==> config.mk <==
export PLATFORM = sky130hd
export DESIGN_NAME = sipo_rx
export DESIGN_NICKNAME = d
export VERILOG_FILES = /design/src/rtl/sipo_rx.sv
export SDC_FILE = /design/constraint.sdc
export NUM_CORES = 1
export LEC_CHECK = 0
export BUFFER_PORTS_ARGS = -buffer_cell sky130_fd_sc_hd__clkbuf_2
export CELL_PAD_IN_SITES_DETAIL_PLACEMENT = 1
export CELL_PAD_IN_SITES_GLOBAL_PLACEMENT = 2
export CORE_MARGIN = 3
export CORE_UTILIZATION = 29
export CTS_CLUSTER_DIAMETER = 80
export DETAILED_ROUTE_END_ITERATION = 16
export PLACE_DENSITY_LB_ADDON = 0.2
export SETUP_SLACK_MARGIN = 0.5
export SLEW_MARGIN = 20
export SYNTH_ARGS = -nofsm -noshare
export SYNTH_HDL_FRONTEND = slang
export SYNTH_SLANG_ARGS = --single-unit
==> constraint.sdc <==
create_clock -name clk -period 1.3 [get_ports clk]
set_input_delay 0.26 -clock clk [delete_from_list [all_inputs] [get_ports clk]]
set_output_delay 0.26 -clock clk [all_outputs]
set_load 0.01 [all_outputs]
==> src/rtl/sipo_rx.sv <==
// Framed LSB-first serial-to-parallel receiver with a one-word valid/ready output slot.
// Latency: word registered on the edge taking its last bit; a full slot drops the word and sets sticky overrun.
module sipo_rx #(
   parameter int W = 4
) (
   input  logic         clk,
   input  logic         rst,
   input  logic         si,
   input  logic         si_en,
   input  logic         sof,
   output logic [W-1:0] po,
   output logic         po_valid,
   input  logic         po_ready,
   output logic         busy,
   output logic         overrun,
   input  logic         ovr_clr
);

   localparam int CW = $clog2(W) + 1;

   typedef enum logic {IDLE, SHIFT} state_t;

   state_t         state;
   logic [W-1:0]   sr;
   logic [CW-1:0]  cnt;
   logic [W-1:0]   nxt_word;

   assign nxt_word = {si, sr[W-1:1]};
   assign busy     = (state == SHIFT);

   always_ff @(posedge clk or posedge rst) begin
      if (rst) begin
         state    <= IDLE;
         sr       <= '0;
         cnt      <= '0;
         po       <= '0;
         po_valid <= 1'b0;
         overrun  <= 1'b0;
      end else begin
         // Clear first so a drop on the same edge overrides it.
         if (ovr_clr)
            overrun <= 1'b0;
         if (po_valid && po_ready)
            po_valid <= 1'b0;

         if (si_en) begin
            case (state)
               IDLE: begin
                  if (sof) begin
                     sr    <= nxt_word;
                     cnt   <= CW'(1);
                     state <= SHIFT;
                  end
               end
               SHIFT: begin
                  if (sof) begin
                     sr  <= nxt_word;
                     cnt <= CW'(1);
                  end else if (cnt == CW'(W - 1)) begin
                     sr    <= nxt_word;
                     cnt   <= '0;
                     state <= IDLE;
                     if (!po_valid || po_ready) begin
                        po       <= nxt_word;
                        po_valid <= 1'b1;
                     end else begin
                        overrun  <= 1'b1;
                     end
                  end else begin
                     sr  <= nxt_word;
                     cnt <= cnt + CW'(1);
                  end
               end
               default: state <= IDLE;
            endcase
         end
      end
   end

endmodule

==> results by group <==
Run status
  • Status: complete, but fails checks
  • Violated checks: negative hold slack, negative setup slack

Final layout
  • Ant. Diodes: 0
  • Area Overhead vs Synth: 59.5%
  • Core Util, Final: 50.6%
  • Final net count: 85
  • Fin cells: 101
  • Commonest non-fill, non-tap cell in the layout: buf_4
  • Finished Cell Area: 902 um^2
  • Layout cells sized above 1: 73.7%
  • Commonest cells after routing, fill and taps aside: buf_4 (15), dfrtp_1 (12), mux2_4 (7), clkbuf_2 (6), buf_2 (6)

STA
  • Setup TNS: -0.407 ns
  • Slew Viols, Final: 0
  • Tightest Pin Transition: 0.514 ns
  • Setup violators final: 5
  • Hold Fails Final Rpt: 13
  • F_max: 719 MHz
  • Fin worst setup slack: -0.0918 ns
  • Unrepaired setup endpoints after global routing: true
  • Clock Skew: 0.00751 ns
  • Max-slew headroom: 65.7%
  • Worst Hold Slack: -0.0204 ns
  • Final period util: 107%
  • Fin crit period: 1.39 ns

Global routing
  • GRT Overall Usage: 11.4%
  • Initial antenna violation count: 0
  • GR peak layer: met2
  • Vias in the first global route: 489
  • GRT overflow: 0
  • Met1 usage: 12.4%
  • First-pass GRT wire length: 2140 um
  • Pin count of the biggest net entering global routing: 14
  • Met3 Use GR: 4.45%
  • GR Util met2: 20.7%

Setup path
  • Buf/Inv on CP: 0
  • CP Class: register to register
  • Worst path top cell family by delay: flip-flops
  • Critical path arrival: 1.55 ns
  • CP startpoint kind: register
  • Reg2Reg Launch Point: cnt[0]
  • Worst reg2reg path depth: 4
  • Crit end category: register
  • Internal reg-to-reg setup slack: -0.09 ns
  • Critical path required time: 1.46 ns
  • R2r endpoint: po[3]
  • Max stage delay cell, worst path: dfrtp_1
  • CP peak stage delay: 0.40 ns
  • Critical Path Fanout Max: 4
  • Crit-path cells: ha_2, and2b_2, and3_4, mux2_4
  • CP Launch Point: cnt[0]

Route
  • First drt pass iteration count: 3
  • Initial DRC Count: 2
  • DR vias: 444
  • Vias per cell: 4.40
  • Post-route ant nets: 0
  • Final WL: 1310 um
  • DR WL/cell: 12.9 um
  • # DRC: 0

CTS
  • Worst-Skew Late Latency: 0.28 ns
  • CTS buffer count: 3
  • Max H-tree Level: 1
  • CTS tree: done
  • Clock sink total: 13
  • Root buf cell: clkbuf_4
  • CTS clock-pin slew for the worst setup and hold paths: 0.08 ns
  • Clock Path Buffers: 2

Synthesis
  • Post-Synth Simple-Gate Area: 9.07%
  • Syn nets: 49
  • Yosys cell types: 18
  • Biggest area consumer among synthesized cells: dfrtp_1
  • XOR/XNOR Fraction of Synth Area: 0%
  • Multiplexer share of the synthesized area: 16.6%
  • Seq/Total Area, Yosys: 57.5%
  • Post-Synthesis Cells: 41
  • Synth Cell Area: 566 um^2
  • Yosys reg bits: 13
  • Ys Warns: 0
  • Adder-cell share of the synthesized area: 2.21%
  • Post-synth top area share: 57.5%
  • Compound-cell area share of the yosys netlist: 11.3%
  • Area contributors post-synth: dfrtp_1 (58%), mux2_4 (11%), mux2_2 (6.0%), a22o_2 (3.5%), nand2_1 (2.7%)
  • Largest family of logic cells by synthesized area: multiplexers
  • Synth Area per Inst: 13.8 um^2

Die
  • Starting Density: 31.7%
  • I/O pin total: 14
  • Die Span Y: 50.2 um
  • # rows: 15
  • Die Wd: 50.2 um
  • Placeable Area: 1780 um^2
  • Die ar.: 2520 um^2

Pwr
  • Final Total Pwr: 1.67 mW
  • Pwr/cell area: 1860 nW/um^2
  • P_leak: 0.473 nW
  • Peak supply drop: 0.000751 V

Place
  • Port bufs: 13
  • Placed Cells: 83
  • DP Wirelength: 871 um
  • Placed Area: 719 um^2
  • Gp weighted congestion: 0.766
  • Pre-CTS setup slack: -0.0449 ns

Flow run
  • Max Cap Violations: 0

Worst hold path
  • Hold Path Class: primary input to async pin
## logic make-up after synthesis
| logic type | after synthesis |
|---|---|
| adder cells (fa/ha/maj) | 1 |
| flip-flops | 13 |
| AO/OA/AOI/OAI | 8 |
| AND/OR/NAND/NOR | 9 |
| multiplexers | 7 |
| buffers and inverters | 3 |
## registers in the layout, indices dropped and copies added (netlist names)
name      cells
po            4
cnt           3
po_valid      1
overrun       1
busy          1
sr            3
## routing by layer
metal / up-vias / wire (um) / part of all wire, %
met5: - / 0 / 0
met4: 0 / 0 / 0
met3: 0 / 83 / 6.4
met2: 11 / 699 / 54
met1: 220 / 522 / 40
li1: 213 / - / -
## synth_stat cells, drive strengths merged
cell,count
inv,2
nand2b,2
o21bai,1
buf,1
and3b,1
and2b,1
and3,1
a21boi,1
o22ai,1
o21ai,1
a21o,1
dfrtp,13
a22o,3
ha,1
nand2,4
mux2,7
## worst max-delay path by stage
stage / endpoint / cells past startpoint
finish: po[3] / 4
global route: po[1] / 4
CTS: po[3] / 4
detailed placement: po[3] / 4
global placement: po[2] / 4
floorplan: po[0] / 5
## cell type report
| type | count | area [um^2] |
|---|---|---|
| clock buffers | 4 | 26.3 |
| fillers | 191 | 881 |
| well taps | 25 | 31.3 |
| flip-flops and latches | 13 | 327 |
| inverters | 2 | 7.51 |
| repair buffers | 32 | 229 |
| multi-input cells | 25 | 282 |
## power by group
| part | total (mW) | switching (mW) | internal (mW) |
|---|---|---|---|
| Clock | 0.249 | 0.130 | 0.119 |
| Sequential | 0.611 | 0.0757 | 0.535 |
| Combinational | 0.814 | 0.280 | 0.534 |
| Total | 1.67 | 0.486 | 1.19 |
## repair_timing
action / 4_1_cts / 5_1_grt
setup buffers: 10 / 4
hold endpoints to repair: 13 / 0
setup endpoints to repair: 20 / 20
resized for setup: 4 / 16
pin swaps: 5 / 6
Power figures use the tool's default switching activity.
